`config.mk`:
```
export PLATFORM = sky130hd
export DESIGN_NAME = hazard_tracker
export DESIGN_NICKNAME = d
export VERILOG_FILES = /design/src/rtl/hazard_tracker.sv
export SDC_FILE = /design/constraint.sdc
export NUM_CORES = 1
export LEC_CHECK = 0
export BUFFER_PORTS_ARGS = -buffer_cell sky130_fd_sc_hd__buf_2
export CAP_MARGIN = 20
export CELL_PAD_IN_SITES_DETAIL_PLACEMENT = 1
export CELL_PAD_IN_SITES_GLOBAL_PLACEMENT = 1
export CORE_UTILIZATION = 39
export CTS_BUF_LIST = sky130_fd_sc_hd__clkbuf_2
export CTS_CLUSTER_SIZE = 30
export DETAILED_ROUTE_END_ITERATION = 6
export PLACE_DENSITY = 0.76
export SYNTH_ARGS = -nofsm -noshare
export SYNTH_HDL_FRONTEND = slang
export SYNTH_HIERARCHICAL = 1
export SYNTH_SLANG_ARGS = --single-unit
```
`constraint.sdc`:
```
create_clock -name i_v_sync -period 2.3 [get_ports i_v_sync]
set_input_delay 0.23 -clock i_v_sync [delete_from_list [all_inputs] [get_ports i_v_sync]]
set_output_delay 0.23 -clock i_v_sync [all_outputs]
set_load 0.01 [all_outputs]
```
`src/rtl/hazard_tracker.sv`:
```
// Falling-object tracker: one barrier channel and one coin channel, each spawned
// from a release lane code, advanced once per frame, and checked for collision
// against the penguin. Lives, coin count and the zero-lives flag live here too.

module hazard_channel #(
  parameter int          SPAWN_Y     = 0,
  parameter int          SPEED       = 2,
  parameter int          HIT_Y_MIN   = 400,
  parameter int          HIT_Y_MAX   = 440,
  parameter int          Y_LIMIT     = 480,
  parameter bit          JUMP_BLOCKS = 1'b0
) (
  input  logic       i_v_sync,
  input  logic       i_rst_n,
  input  logic       run,
  input  logic       kill,
  input  logic [1:0] code,
  input  logic [1:0] penguin_lane,
  input  logic       penguin_jump,
  output logic [9:0] y,
  output logic [1:0] lane,
  output logic       valid,
  output logic       hit,
  output logic       hit_now
);

  typedef enum logic [1:0] {ST_IDLE, ST_FALLING, ST_DONE} state_t;

  localparam logic [10:0] SPAWN_W = 11'(SPAWN_Y);
  localparam logic [10:0] SPEED_W = 11'(SPEED);
  localparam logic [10:0] MIN_W   = 11'(HIT_Y_MIN);
  localparam logic [10:0] MAX_W   = 11'(HIT_Y_MAX);
  localparam logic [10:0] LIMIT_W = 11'(Y_LIMIT);

  state_t      state_reg, state_next;
  logic [9:0]  y_reg, y_next;
  logic [1:0]  lane_reg, lane_next;
  logic        hit_reg, hit_next;
  logic [10:0] y_sum;
  logic        in_window;
  logic        lane_match;
  logic        jump_ok;

  // Collision is judged on the registered position of the current frame.
  assign y_sum      = {1'b0, y_reg} + SPEED_W;
  assign in_window  = ({1'b0, y_reg} >= MIN_W) && ({1'b0, y_reg} <= MAX_W);
  assign lane_match = (lane_reg == penguin_lane) && (penguin_lane != 2'b00);
  assign jump_ok    = JUMP_BLOCKS ? ~penguin_jump : 1'b1;
  assign hit_now    = run && (state_reg == ST_FALLING) && in_window && lane_match && jump_ok;

  // State register: channel state, position, latched lane and hit pulse.
  always_ff @(posedge i_v_sync) begin
    if (!i_rst_n) begin
      state_reg <= ST_IDLE;
      y_reg     <= SPAWN_W[9:0];
      lane_reg  <= 2'b00;
      hit_reg   <= 1'b0;
    end else begin
      state_reg <= state_next;
      y_reg     <= y_next;
      lane_reg  <= lane_next;
      hit_reg   <= hit_next;
    end
  end

  // Next-state logic: spawn, fall, hit/miss, and re-arm on a new code.
  always_comb begin
    state_next = state_reg;
    y_next     = y_reg;
    lane_next  = lane_reg;
    hit_next   = 1'b0;
    if (run) begin
      case (state_reg)
        ST_IDLE: begin
          if (code != 2'b00) begin
            state_next = ST_FALLING;
            lane_next  = code;
            y_next     = SPAWN_W[9:0];
          end
        end
        ST_FALLING: begin
          if (hit_now) begin
            hit_next   = 1'b1;
            state_next = ST_DONE;
          end else if (y_sum > LIMIT_W) begin
            state_next = ST_DONE;
          end else begin
            y_next = y_sum[9:0];
          end
        end
        ST_DONE: begin
          // A held release never respawns; only a changed code does.
          if (code != lane_reg) begin
            if (code == 2'b00) begin
              state_next = ST_IDLE;
            end else begin
              state_next = ST_FALLING;
              lane_next  = code;
              y_next     = SPAWN_W[9:0];
            end
          end
        end
        default: state_next = ST_IDLE;
      endcase
    end
    // Running out of lives clears any object in flight on the same edge.
    if (kill) begin
      state_next = ST_IDLE;
    end
  end

  // Output logic: valid only while falling; hit is the registered pulse.
  always_comb begin
    valid = (state_reg == ST_FALLING);
    hit   = hit_reg;
    y     = y_reg;
    lane  = lane_reg;
  end

endmodule

module hazard_tracker #(
  parameter int SPAWN_Y    = 0,
  parameter int SPEED      = 2,
  parameter int HIT_Y_MIN  = 400,
  parameter int HIT_Y_MAX  = 440,
  parameter int Y_LIMIT    = 480,
  parameter int INIT_LIVES = 3
) (
  input  logic       i_v_sync,
  input  logic       i_rst_n,
  input  logic       GAME_SWITCH,
  input  logic [1:0] RELEASE_BARRIER,
  input  logic [1:0] RELEASE_COIN,
  input  logic [1:0] PENGUIN_LANE,
  input  logic       PENGUIN_JUMP,
  output logic       PENGUIN_HIT,
  output logic       COIN_HIT,
  output logic       ZERO_LIVES,
  output logic [1:0] LIVES,
  output logic [7:0] COIN_COUNT,
  output logic [9:0] BARRIER_Y,
  output logic       BARRIER_VALID,
  output logic [1:0] BARRIER_LANE,
  output logic [9:0] COIN_Y,
  output logic       COIN_VALID,
  output logic [1:0] COIN_LANE
);

  // Channel 0 is the barrier, channel 1 is the coin.
  logic [1:0][1:0] code_vec;
  logic [1:0][9:0] y_vec;
  logic [1:0][1:0] lane_vec;
  logic [1:0]      valid_vec;
  logic [1:0]      hit_vec;
  logic [1:0]      hit_now_vec;

  logic       run;
  logic       kill;
  logic [1:0] lives_reg, lives_next;
  logic [7:0] coin_count_reg, coin_count_next;
  logic       zero_lives_reg, zero_lives_next;

  assign code_vec[0] = RELEASE_BARRIER;
  assign code_vec[1] = RELEASE_COIN;
  assign run         = GAME_SWITCH & ~zero_lives_reg;
  assign kill        = zero_lives_next & ~zero_lives_reg;

  generate
    for (genvar gi = 0; gi < 2; gi++) begin : g_chan
      hazard_channel #(
        .SPAWN_Y     (SPAWN_Y),
        .SPEED       (SPEED),
        .HIT_Y_MIN   (HIT_Y_MIN),
        .HIT_Y_MAX   (HIT_Y_MAX),
        .Y_LIMIT     (Y_LIMIT),
        .JUMP_BLOCKS (gi == 0)
      ) u_chan (
        .i_v_sync     (i_v_sync),
        .i_rst_n      (i_rst_n),
        .run          (run),
        .kill         (kill),
        .code         (code_vec[gi]),
        .penguin_lane (PENGUIN_LANE),
        .penguin_jump (PENGUIN_JUMP),
        .y            (y_vec[gi]),
        .lane         (lane_vec[gi]),
        .valid        (valid_vec[gi]),
        .hit          (hit_vec[gi]),
        .hit_now      (hit_now_vec[gi])
      );
    end
  endgenerate

  // Lives and coins update on the same edge that launches the hit pulse.
  always_comb begin
    lives_next      = lives_reg;
    coin_count_next = coin_count_reg;
    if (hit_now_vec[0] && (lives_reg != 2'd0)) begin
      lives_next = lives_reg - 2'd1;
    end
    if (hit_now_vec[1] && (coin_count_reg != 8'hFF)) begin
      coin_count_next = coin_count_reg + 8'd1;
    end
    zero_lives_next = zero_lives_reg | (lives_next == 2'd0);
  end

  // Score registers; zero-lives is sticky until reset.
  always_ff @(posedge i_v_sync) begin
    if (!i_rst_n) begin
      lives_reg      <= 2'(INIT_LIVES);
      coin_count_reg <= 8'd0;
      zero_lives_reg <= 1'b0;
    end else begin
      lives_reg      <= lives_next;
      coin_count_reg <= coin_count_next;
      zero_lives_reg <= zero_lives_next;
    end
  end

  assign PENGUIN_HIT   = hit_vec[0];
  assign COIN_HIT      = hit_vec[1];
  assign ZERO_LIVES    = zero_lives_reg;
  assign LIVES         = lives_reg;
  assign COIN_COUNT    = coin_count_reg;
  assign BARRIER_Y     = y_vec[0];
  assign BARRIER_VALID = valid_vec[0];
  assign BARRIER_LANE  = lane_vec[0];
  assign COIN_Y        = y_vec[1];
  assign COIN_VALID    = valid_vec[1];
  assign COIN_LANE     = lane_vec[1];

endmodule
```
-- Word level (Yosys, flattened, before mapping)
Cells that the tools add are included.
- flip-flop bits (word level): 41
- bits of input ports: 10
- logic and storage cells: 118
- equal/unequal tests: 21
- multiplexer cells: 35
- bitwise operators: 6
- magnitude comparators: 6
- $add $sub $neg: 4
- reductions and logical operators: 35
- operators by type and width (cell ; count):
    two-way mux 10 bit ; 10
    case mux 10 bit (3 select lines) ; 2
    two-way mux 2 bit ; 15
    adder 10 x 2 -> 11 bit, second input constant ; 2
    greater-than comparator 11 x 9 -> 1 bit, second input constant ; 2
    greater-or-equal comparator 10 x 9 -> 1 bit, second input constant ; 2
    less-or-equal comparator 10 x 9 -> 1 bit, second input constant ; 2
    AND reduction 7 bit ; 2
    logical AND 1 bit ; 13
    inequality test 2 bit, second input constant ; 6
    case mux 2 bit (3 select lines) ; 2
    nonzero test 2 bit ; 6
    logical NOT 2 bit ; 5
    AND reduction 5 bit ; 2
    adder 8 x 1 -> 8 bit, second input constant ; 1
    inequality test 2 x 1 -> 1 bit, second input constant ; 4
    inequality test 8 bit, second input constant ; 1
    case mux 2 bit (2 select lines) ; 2
    AND reduction 4 bit ; 2
    inequality test 3 x 1 -> 1 bit, second input constant ; 2
    AND reduction 3 bit ; 2
    nonzero test 3 bit ; 2
    == test 2 x 1 -> 1 bit, second input constant ; 2
    == test 2 bit ; 2
    8 further kinds ; 16

-- Longest topological paths before layout
Gate-level depths: netlist of the first run.
- depth in word-level cells: 12
- mapped depth: 10
- mapped depth without buffers: 9

-- Modules after synthesis
Netlist of the first run, hierarchy kept.
- by module, submodules not included (module ; times used ; cells each ; area each (µm²) ; sequential area each (µm²)):
    hazard_channel at g_chan[1].u_chan ; 1 ; 122 ; 999.7 ; 280.3
    hazard_channel at g_chan[0].u_chan ; 1 ; 111 ; 959.7 ; 280.3
    hazard_tracker ; 1 ; 64 ; 576.8 ; 220.2

-- Worst setup path before layout of the first run
OpenSTA, ideal clock, no wires.
- path kind: register to register
- from: reg g_chan[0].u_chan.lane_reg[0]
- to: reg g_chan[0].u_chan.state_reg[0]
- setup time: 117 ps
- buffers on the path: 0
- cell stages (with the launch flop): 9
- setup slack: 65 ps
- data arrival time: 2118 ps
- cell sequence: dfxtp_1 > or3b_2 > a211o_1 > or2_2 > nor2_1 > nor2b_4 > nand3_1 > a21oi_1 > and4b_1
- word-level cells in the longest chain between the ends: 10
- elaborated cells on any way between the ends: 16
- classes of those cells: 4 x eq/ne; 3 x mux; 2 x bitwise; 7 x reduce/logical
- ends and longest elaborated chain (item ; line ; RTL):
    start, declared ; 37 ; logic [1:0] lane_reg, lane_next;
    start signal, assigned ; 61 ; lane_reg <= lane_next;
    == test 2 bit ; 47 ; assign lane_match = (lane_reg == penguin_lane) && (penguin_lane != 2'b00);
    logical AND 1 bit ; 47 ;
    logical AND 1 bit (2 in a row) ; 49 ; assign hit_now = run && (state_reg == ST_FALLING) && in_window && lane_match && jump_ok;
    via hit_now_vec[0] ; 156 ; logic [1:0] hit_now_vec;
    logical AND 1 bit ; 199 ; if (hit_now_vec[0] && (lives_reg != 2'd0)) begin
    two-way mux 2 bit ; 199 ;
    logical NOT 2 bit ; 205 ; zero_lives_next = zero_lives_reg | (lives_next == 2'd0);
    OR 1 bit ; 205 ;
    AND 1 bit ; 167 ; assign kill = zero_lives_next & ~zero_lives_reg;
    via kill ; 159 ; logic kill;
    OR reduction 2 bit (no source line) ; -- ;
    end signal, assigned ; 59 ; state_reg <= state_next;
    end, declared ; 35 ; state_t state_reg, state_next;
The timed path passes the listed nets, and every way through them passes these cells.
A chain may end at the register's enable or synchronous reset.

-- Worst setup path in the final report of the first run
- from: reg g_chan[0].u_chan.lane_reg[0]
- to: reg g_chan[0].u_chan.y_reg[1]
- word-level cells in the longest chain between the ends: 6
- elaborated cells on any way between the ends: 8
- classes of those cells: 4 x eq/ne; 4 x reduce/logical
- ends and longest elaborated chain (item ; line ; RTL):
    == test 2 bit ; 47 ;
    logical AND 1 bit ; 47 ;
    logical AND 1 bit (2 in a row) ; 49 ;
    inequality test 2 bit (no source line) ; -- ;
    AND reduction 7 bit (no source line) * ; -- ;
    end signal, assigned ; 55 ; y_reg <= SPAWN_W[9:0];
    end signal, assigned ; 60 ; y_reg <= y_next;
    end, declared ; 36 ; logic [9:0] y_reg, y_next;
Mark *: on every way between the ends. The rest lies on a longest branch, timed or not.

==> results of run 1 <==
kinds of logic after synthesis:
family          after synthesis  synth area share, %
simple gates                142                 32.9
compound gates               72                 23.2
flops                        39                 30.8
buf+inv                      23                 4.98
mux                           7                 2.86
fa+ha+maj                     6                 2.96
xor+xnor                      6                 2.07
other cells                   2                0.296
critical path, cell delays in order, from the launching register on:
cell and delay [ns]:
dfxtp_2 0.37, or3b_4 0.40, a211o_1 0.30, buf_4 0.14, buf_4 0.13, o32ai_4 0.28
buf_12 0.17, o311a_4 0.25, mux2_2 0.16
layout by cell type, fill, tap and decap left out, types with 6 or more instances in the layout:
master,n
nor2_1,16
o21ai_0,7
nor4_1,6
dfxtp_1,33
a21oi_1,13
nand2b_1,6
nand3_1,10
nand2_1,41
clkbuf_2,7
buf_4,36
inv_1,12
ha_1,6
a31oi_1,7
nor3_1,6
dfxtp_2,6
buf_2,46
Yosys cell counts (all sizes together) (5+ instances only):
cell and n:
a211oi 6, a21oi 16, a31oi 7, buf 9, dfxtp 39, ha 6, inv 13, mux2i 5
nand2 41, nand2b 7, nand3 14, nor2 17, nor3 9, nor4 6, o21ai 12, or3 8
xnor2 5
report_power, final:
part / leakage, nW / internal, mW / switching, mW
sequential: 0.318 / 0.688 / 0.0128
combinational: 0.957 / 0.0705 / 0.103
clock: 0.0330 / 0.0831 / 0.239
what timing repair did:
item / 4_1_cts / 5_1_grt
hold buffers: 0 / 0
gates resized for setup: 7 / 13
pin swaps: 2 / 6
setup buffers: 2 / 1
hold endpoints to repair: 0 / 0
endpoints found under the setup margin: 5 / 15
per-stage QoR:
step                util (%)  instance area (sq um)
floorplan                  -                   2540
global placement        48.4                   3050
detailed placement      48.4                   3050
CTS                     49.6                   3130
global route            50.4                   3180
finish                  50.4                   3180
worst paths after layout:
check / from / end / slack, ns / cells past startpoint
setup / recovery: g_chan[0].u_chan/lane[0] / g_chan[0].u_chan/y[1] / 0.06 / 8
hold / removal: RELEASE_BARRIER[0] / g_chan[0].u_chan/lane[0] / 0.11 / 3
setup reg to reg: g_chan[0].u_chan/lane[0] / g_chan[0].u_chan/y[1] / 0.06 / 8
hold reg to reg: g_chan[1].u_chan/y[9] / g_chan[1].u_chan/y[9] / 0.50 / 2
metal layers:
metal | vias to the layer above | part of all wire, % | track usage, % | wire [microns]
met3 | 9 | 2.9 | 3.30 | 225
met2 | 55 | 49 | 40.2 | 3850
li1 | 1271 | - | - | -
met5 | - | 0 | 0 | 0
met1 | 1274 | 46 | 31.2 | 3610
met4 | 0 | 1.4 | 6.38 | 107
layout make-up:
class | count | area [sq um]
Fill cell | 767 | 3130
Inverter | 13 | 48.8
Sequential cell | 39 | 788
Clock inverter | 1 | 5.00
Timing Repair Buffer | 83 | 520
Clock buffer | 7 | 35.0
Multi-Input combinational cell | 235 | 1690
Tap cell | 77 | 96.3
==> results.sh, run 1 <==
export IMPL_grt_max_degree=22
export IMPL_synthCells=297
export IMPL_wl_per_cell_microns=17.1
export IMPL_p_leak_nw=1.31
export IMPL_setup_viol=0
export IMPL_synth_area_leaders="dfxtp_1, nand2_1, ha_1"
export IMPL_hold_path_class="in -> reg"
export IMPL_path_clk_slew_ns=0.21
export IMPL_core_area_sq_um=6310
export IMPL_run_status="finished, final reports clean"
export IMPL_routed_wirelength_mm=7.79
export IMPL_cts_buffer_depth=2
export IMPL_synth_top_area_cell="dfxtp_1"
export IMPL_p_total_mw=1.20
export IMPL_whs_ns=0.110
export IMPL_period_share_pct=97.5
export IMPL_ant_nets=0
export IMPL_async_flop_share_pct=0
export IMPL_nets=393
export IMPL_grt_util_all_layers_pct=23.7
export IMPL_port_buffers=46
export IMPL_dieArea_sq_um=6830
export IMPL_synth_edf_count=0
export IMPL_critical_path_max_fanout=11
export IMPL_grt_pass1_wl_mm=12.3
export IMPL_pwr_density_cell_nw_per_um2=376
export IMPL_setup_ws_ns=0.0586
export IMPL_fp_row_count=29
export IMPL_first_pass_iters=4
export IMPL_slew_headroom_pct=65.1
export IMPL_syn_mean_instance_area_sq_um=8.54
export IMPL_drive_gt1_share_pct=36.2
export IMPL_vias_per_cell=5.73
export IMPL_irDropWorstVdd_uv=197
export IMPL_fin_worst_skew_ns=0.0173
export IMPL_drv_slew=0
export IMPL_synth_top_area_share_pct=30.8
export IMPL_cts_tree="done"
export IMPL_netlist_area_sq_um=2540
export IMPL_dieWidth_microns=82.6
export IMPL_crit_required_ns=2.66
export IMPL_cp_arrival_ns=2.60
export IMPL_final_cells=455
export IMPL_ys_warn_count=6
export IMPL_largest_register_ffs=18
export IMPL_hold_violations=0
export IMPL_place_gp_congestion=0.764
export IMPL_yosysUniqueCellTypes=77
export IMPL_gr_total_overflow=0
export IMPL_dpl_worst_slack_ns=-0.0735
export IMPL_htree_num_levels=2
export IMPL_antenna_found_initial=0
export IMPL_ys_seq_elements=39
export IMPL_grt_pass1_vias=2525
export IMPL_seq_area_frac_synth_pct=30.8
export IMPL_areaGrowthSynthToFinish_pct=25.6
export IMPL_post_dp_hpwl_mm=5.77
export IMPL_dr_first_iter_drc_count=84
export IMPL_cts_sinks=39
export IMPL_tns_ns=0
export IMPL_drc=0
export IMPL_criticalPathCategory="reg -> reg"
export IMPL_finalCriticalPeriod_ns=2.24
export IMPL_die_h_microns=82.6
export IMPL_placed_cells=444
export IMPL_clock_latency_ns=0.39
export IMPL_diodes=0
export IMPL_worst_setup_path_start_kind="flop"
export IMPL_drv_cap=0
export IMPL_yosys_most_used_dff="dfxtp_1"
export IMPL_io_pins=49
export IMPL_end_kind="flop"
export IMPL_max_slew_worst_pin_slew_ns=0.521
export IMPL_fmax_mhz=446
export IMPL_num_vias=2609
export IMPL_syn_nets=313
export IMPL_cts_buffers=5
export IMPL_cts_root_buffer_cell="clkbuf_2"
export IMPL_initial_core_util_pct=40.2
(Power assumes the default switching activity.)
==> run 2: changes to the inputs <==
--- a/config.mk
+++ b/config.mk
@@ -9,11 +9,13 @@
 export CAP_MARGIN = 20
 export CELL_PAD_IN_SITES_DETAIL_PLACEMENT = 1
 export CELL_PAD_IN_SITES_GLOBAL_PLACEMENT = 1
-export CORE_UTILIZATION = 39
+export CORE_UTILIZATION = 43
 export CTS_BUF_LIST = sky130_fd_sc_hd__clkbuf_2
 export CTS_CLUSTER_SIZE = 30
 export DETAILED_ROUTE_END_ITERATION = 6
-export PLACE_DENSITY = 0.76
+export MAX_ROUTING_LAYER = met4
+export PLACE_DENSITY = 0.8
+export REMOVE_ABC_BUFFERS = 1
 export SYNTH_ARGS = -nofsm -noshare
 export SYNTH_HDL_FRONTEND = slang
 export SYNTH_HIERARCHICAL = 1
==> constraint.sdc (replaced) <==
create_clock -name i_v_sync -period 2.1 [get_ports i_v_sync]
set_input_delay 0.21 -clock i_v_sync [delete_from_list [all_inputs] [get_ports i_v_sync]]
set_output_delay 0.21 -clock i_v_sync [all_outputs]
set_load 0.01 [all_outputs]
==> run 2 against run 1 <==
  * The flow now finishes with violations (negative setup slack)
  * Non-clock buffer count grew 20
  * Worst hold slack gained 0.062 ns
  * First-iteration DRC count increased by 8.3%
  * Sequential share of layout area shrank 1.9 points
  * Largest cell class unchanged
  * Highest routed layer unchanged
==> results.sh, run 2 (synthesized netlist as in run 1, its figures left out) <==
export IMPL_run_status="complete, but fails checks"
export IMPL_violations="negative setup slack"
export IMPL_post_dp_hpwl_mm=5.89
export IMPL_die_h_microns=78.8
export IMPL_fin_worst_skew_ns=0.0164
export IMPL_slew_headroom_pct=60.6
export IMPL_grt_max_degree=17
export IMPL_wl_per_cell_microns=18.5
export IMPL_first_pass_iters=4
export IMPL_fp_row_count=27
export IMPL_criticalPathCategory="reg -> reg"
export IMPL_grt_pass1_wl_mm=12.8
export IMPL_p_leak_nw=1.42
export IMPL_path_clk_slew_ns=0.22
export IMPL_tns_ns=-0.262
export IMPL_cts_buffers=5
export IMPL_grt_util_all_layers_pct=26.9
export IMPL_pwr_density_cell_nw_per_um2=375
export IMPL_dieArea_sq_um=6210
export IMPL_diodes=0
export IMPL_placed_cells=456
export IMPL_clock_latency_ns=0.37
export IMPL_period_share_pct=103
export IMPL_hp_start="i_rst_n"
export IMPL_areaGrowthSynthToFinish_pct=37.0
export IMPL_hold_violations=0
export IMPL_max_slew_worst_pin_slew_ns=0.589
export IMPL_cts_tree="done"
export IMPL_irDropWorstVdd_uv=184
export IMPL_drive_gt1_share_pct=44.1
export IMPL_rr_startpoint="g_chan[0].u_chan/y[1]"
export IMPL_cts_sinks=39
export IMPL_placed_cell_area_sq_um=3170
export IMPL_largest_register_ffs=18
export IMPL_final_cells=469
export IMPL_fmax_mhz=463
export IMPL_p_total_mw=1.30
export IMPL_setup_ws_ns=-0.0615
export IMPL_port_buffers=46
export IMPL_cts_root_buffer_cell="clkbuf_2"
export IMPL_utilization_pct=62.0
export IMPL_crit_required_ns=2.39
export IMPL_drv_slew=0
export IMPL_grt_pass1_vias=2725
export IMPL_rr_endpoint="g_chan[1].u_chan/state_reg[0]"
export IMPL_mostFrequentLayoutCell="buf_4"
export IMPL_critical_path_max_fanout=3
export IMPL_nets=413
export IMPL_r2r_setup_slack_ns=-0.06
export IMPL_end_kind="flop"
export IMPL_routed_wirelength_mm=8.67
export IMPL_final_cell_area_sq_um=3470
export IMPL_holdPathEnd="LIVES[0]"
export IMPL_drv_cap=0
export IMPL_final_cell_mix="buf_4, buf_2, nand2_1, dfxtp_1, nor2_1"
export IMPL_htree_num_levels=2
export IMPL_vias_per_cell=5.90
export IMPL_io_pins=49
export IMPL_cp_arrival_ns=2.45
export IMPL_gr_total_overflow=0
export IMPL_ant_nets=0
export IMPL_rsz0062_at_grt="true"
export IMPL_holdBufCountCts=0
export IMPL_setup_viol=9
export IMPL_drc=0
export IMPL_hold_path_class="in -> reg"
export IMPL_finalCriticalPeriod_ns=2.16
export IMPL_num_vias=2766
export IMPL_core_area_sq_um=5610
export IMPL_worst_r2r_cell_count=12
export IMPL_cts_buffer_depth=2
export IMPL_initial_core_util_pct=45.2
export IMPL_place_gp_congestion=0.844
export IMPL_worst_setup_path_start_kind="flop"
export IMPL_dr_first_iter_drc_count=91
export IMPL_antenna_found_initial=0
export IMPL_min_path_cells=2
export IMPL_dieWidth_microns=78.8
run 2: how the worst max path moves through the flow:
stage / from / endpoint / slack, ns / cells past startpoint
after global routing: g_chan[0].u_chan/y[1] / g_chan[1].u_chan/state_reg[0] / -0.14 / 12
after floorplan: g_chan[0].u_chan/state_reg[0] / g_chan[1].u_chan/state_reg[0] / -0.16 / 9
final: g_chan[0].u_chan/y[1] / g_chan[1].u_chan/state_reg[0] / -0.06 / 12
after global placement: PENGUIN_LANE[0] / g_chan[1].u_chan/state_reg[0] / -0.21 / 10
after detailed placement: g_chan[0].u_chan/lane[0] / g_chan[1].u_chan/state_reg[0] / -0.29 / 9
after CTS: g_chan[0].u_chan/lane[0] / g_chan[0].u_chan/state_reg[0] / -0.05 / 8
run 2: final cells by class:
type                    count  area [sq um]
fillers                   692          2130
multi-input cells         235          1800
flip-flops and latches     39           796
repair buffers            103           698
well taps                  72          90.1
inverters                  13          53.8
clock buffers               5          25.0
clock inverters             2          8.76
run 2: per-stage QoR:
stage | hold WS [ns] | setup WS (ns)
after floorplan | 0.272 | -0.161
after global placement | 0.466 | -0.206
after detailed placement | 0.492 | -0.291
after CTS | 0.0750 | -0.0485
after global routing | 0.117 | -0.136
final | 0.171 | -0.0615
run 2: per-layer routing:
metal / vias up / part of all wire [%] / global-route usage, %
met1: 1383 / 40 / 29.5
met4: 0 / 2.2 / 8.89
met5: - / 0 / -
li1: 1306 / - / -
met2: 61 / 55 / 50.2
met3: 16 / 2.9 / 3.10
run 2: timing repair:
item	4_1_cts	5_1_grt
pin swaps	12	18
cloned	0	0
endpoints found under the setup margin	16	30
endpoints found under the hold margin	0	0
buffers inserted	2	5
resized for setup	20	35
run 2: power by group:
part	internal, mW	switching (mW)
logic	0.0895	0.128
clock network	0.0707	0.250
registers	0.751	0.0129
total	0.912	0.391
run 2: worst max-delay path: stages (launching register included):
cell	delay [ns]
dfxtp_4	0.42
buf_6	0.11
inv_4	0.04
ha_4	0.14
mux2i_1	0.15
buf_4	0.17
buf_6	0.10
nor2_4	0.03
nor2b_4	0.12
or3_4	0.38
a21oi_4	0.19
nand2b_4	0.17
a21oi_2	0.03
==> run 3: changes to the inputs <==
--- a/config.mk
+++ b/config.mk
@@ -16,6 +16,7 @@
 export MAX_ROUTING_LAYER = met4
 export PLACE_DENSITY = 0.8
 export REMOVE_ABC_BUFFERS = 1
+export SKIP_LAST_GASP = 1
 export SYNTH_ARGS = -nofsm -noshare
 export SYNTH_HDL_FRONTEND = slang
 export SYNTH_HIERARCHICAL = 1
==> constraint.sdc (replaced) <==
create_clock -name i_v_sync -period 2.1 [get_ports i_v_sync]
set_input_delay 0.21 -clock i_v_sync [delete_from_list [all_inputs] [get_ports i_v_sync]]
set_output_delay 0.21 -clock i_v_sync [all_outputs]
set_load 0.1 [all_outputs]
==> run 3 against run 2 <==
  * The run still ends with negative setup slack left
  * Clock skew down 0.0068 ns
  * First-iteration DRC count rose by 41%
  * Maximum frequency shrank 1.2%
  * Utilization down 1.6 points
  * Worst hold slack worse by 0.055 ns
  * Total power is 8.0% higher
  * Wire length shrank 6.4%
  * Clock power is 6.2% higher
  * Largest power group unchanged
==> results.sh, run 3 (synthesized netlist as in run 1, its figures left out) <==
export IMPL_worst_setup_path_start_kind="flop"
export IMPL_first_pass_iters=4
export IMPL_fin_worst_skew_ns=0.00964
export IMPL_placed_cell_area_sq_um=3180
export IMPL_diodes=0
export IMPL_grt_pass1_wl_mm=12.9
export IMPL_vias_per_cell=5.74
export IMPL_worst_r2r_cell_count=8
export IMPL_crit_end="g_chan[0].u_chan/state_reg[0]"
export IMPL_cts_buffer_depth=2
export IMPL_end_kind="flop"
export IMPL_routed_wirelength_mm=8.11
export IMPL_p_leak_nw=1.41
export IMPL_run_status="complete, but fails checks"
export IMPL_cp_arrival_ns=2.50
export IMPL_place_gp_congestion=0.837
export IMPL_slew_headroom_pct=64.4
export IMPL_grt_max_degree=17
export IMPL_setup_viol=11
export IMPL_max_slew_worst_pin_slew_ns=0.532
export IMPL_port_buffers=46
export IMPL_fp_row_count=27
export IMPL_dieArea_sq_um=6210
export IMPL_rsz0062_at_grt="true"
export IMPL_violations="negative setup slack"
export IMPL_cts_tree="done"
export IMPL_grt_pass1_vias=2744
export IMPL_finalCriticalPeriod_ns=2.19
export IMPL_hold_violations=0
export IMPL_r2r_setup_slack_ns=-0.09
export IMPL_final_cell_area_sq_um=3390
export IMPL_largest_register_ffs=18
export IMPL_htree_num_levels=2
export IMPL_critical_path_max_fanout=3
export IMPL_cts_sinks=39
export IMPL_initial_core_util_pct=45.2
export IMPL_whs_ns=0.116
export IMPL_path_clk_slew_ns=0.20
export IMPL_grt_util_all_layers_pct=27.1
export IMPL_drive_gt1_share_pct=42.8
export IMPL_tns_ns=-0.616
export IMPL_drv_cap=0
export IMPL_setup_ws_ns=-0.0881
export IMPL_nets=410
export IMPL_holdBufCountCts=0
export IMPL_dr_first_iter_drc_count=128
export IMPL_rr_endpoint="g_chan[0].u_chan/state_reg[0]"
export IMPL_num_vias=2680
export IMPL_pwr_density_cell_nw_per_um2=416
export IMPL_core_area_sq_um=5610
export IMPL_crit_required_ns=2.42
export IMPL_areaGrowthSynthToFinish_pct=33.5
export IMPL_drv_slew=0
export IMPL_cp_startpoint="g_chan[0].u_chan/y[5]"
export IMPL_gr_total_overflow=0
export IMPL_die_h_microns=78.8
export IMPL_dieWidth_microns=78.8
export IMPL_ant_nets=0
export IMPL_cts_root_buffer_cell="clkbuf_2"
export IMPL_final_cell_mix="buf_4, buf_2, nand2_1, dfxtp_1, nor2_1"
export IMPL_wl_per_cell_microns=17.4
export IMPL_post_dp_hpwl_mm=5.84
export IMPL_clock_latency_ns=0.39
export IMPL_antenna_found_initial=0
export IMPL_rr_startpoint="g_chan[0].u_chan/y[5]"
export IMPL_io_pins=49
export IMPL_period_share_pct=104
export IMPL_fmax_mhz=457
export IMPL_mostFrequentLayoutCell="buf_4"
export IMPL_drc=0
export IMPL_cts_buffers=5
export IMPL_irDropWorstVdd_uv=224
export IMPL_criticalPathCategory="reg -> reg"
export IMPL_hold_path_class="in -> reg"
==> run 3: cell types whose count changed in the layout (fill, tap and decap cells not counted), moves of 2 or more <==
cell,before,now
nand3_2,7,4
clkbuf_2,5,7
dfxtp_4,2,0
ha_4,2,0
inv_1,10,12
inv_4,2,0
nand3_1,7,9
==> run 3: power breakdown <==
part           total [mW]  leakage, nW  switching (mW)  internal, mW
combinational       0.302         1.06           0.210        0.0922
clock               0.341       0.0330           0.250        0.0910
sequential          0.765        0.319          0.0118         0.753
==> run 3: critical path, stage by stage (launching register included) <==
cell and delay, ns:
dfxtp_1 0.36, or3_2 0.48, nand4_1 0.17, or2_4 0.18
nor2_4 0.04, nor2b_4 0.13, or3_4 0.36, a21oi_4 0.19
and4b_1 0.21
==> run 3: cell type report <==
class | instances | area (sq um)
clock buffer | 7 | 35.0
clock inverter | 1 | 5.00
timing repair buffer | 100 | 659
multi-input combinational | 235 | 1760
tap | 72 | 90.1
sequential | 39 | 790
fill | 717 | 2220
inverter | 13 | 48.8
==> run 3: per-layer routing <==
layer / GRT usage (%) / wire [microns]
met3: 4.02 / 175
met1: 28.1 / 3310
met2: 51.2 / 4500
met4: 10.4 / 117
met5: - / 0
==> run 3: worst min-delay path by stage <==
| stage | start | end | slack (ns) | cells after the start |
|---|---|---|---|---|
| after floorplan | i_rst_n | LIVES[0] | 0.27 | 1 |
| after global placement | g_chan[1].u_chan/y[9] | g_chan[1].u_chan/y[9] | 0.47 | 2 |
| after detailed placement | g_chan[1].u_chan/y[9] | g_chan[1].u_chan/y[9] | 0.49 | 2 |
| after CTS | RELEASE_BARRIER[0] | g_chan[0].u_chan/lane[0] | 0.09 | 3 |
| after global routing | RELEASE_BARRIER[0] | g_chan[0].u_chan/lane[0] | 0.08 | 3 |
| final | RELEASE_BARRIER[0] | g_chan[0].u_chan/lane[0] | 0.12 | 3 |
==> run 3: what timing repair did <==
item,4_1_cts,5_1_grt
pin swaps,9,13
setup endpoints to repair,16,30
setup buffers,1,2
gates resized for setup,17,23
==> run 3: through the flow <==
stage	cells	util (%)	total power, mW	setup WS (ns)
floorplan	287	-	0.973	-1.52
global route	467	60.4	1.48	-0.160
detailed placement	457	56.7	1.07	-0.299
CTS	466	58.6	1.41	-0.118
global placement	457	56.7	1.06	-0.204
finish	467	60.4	1.41	-0.0881
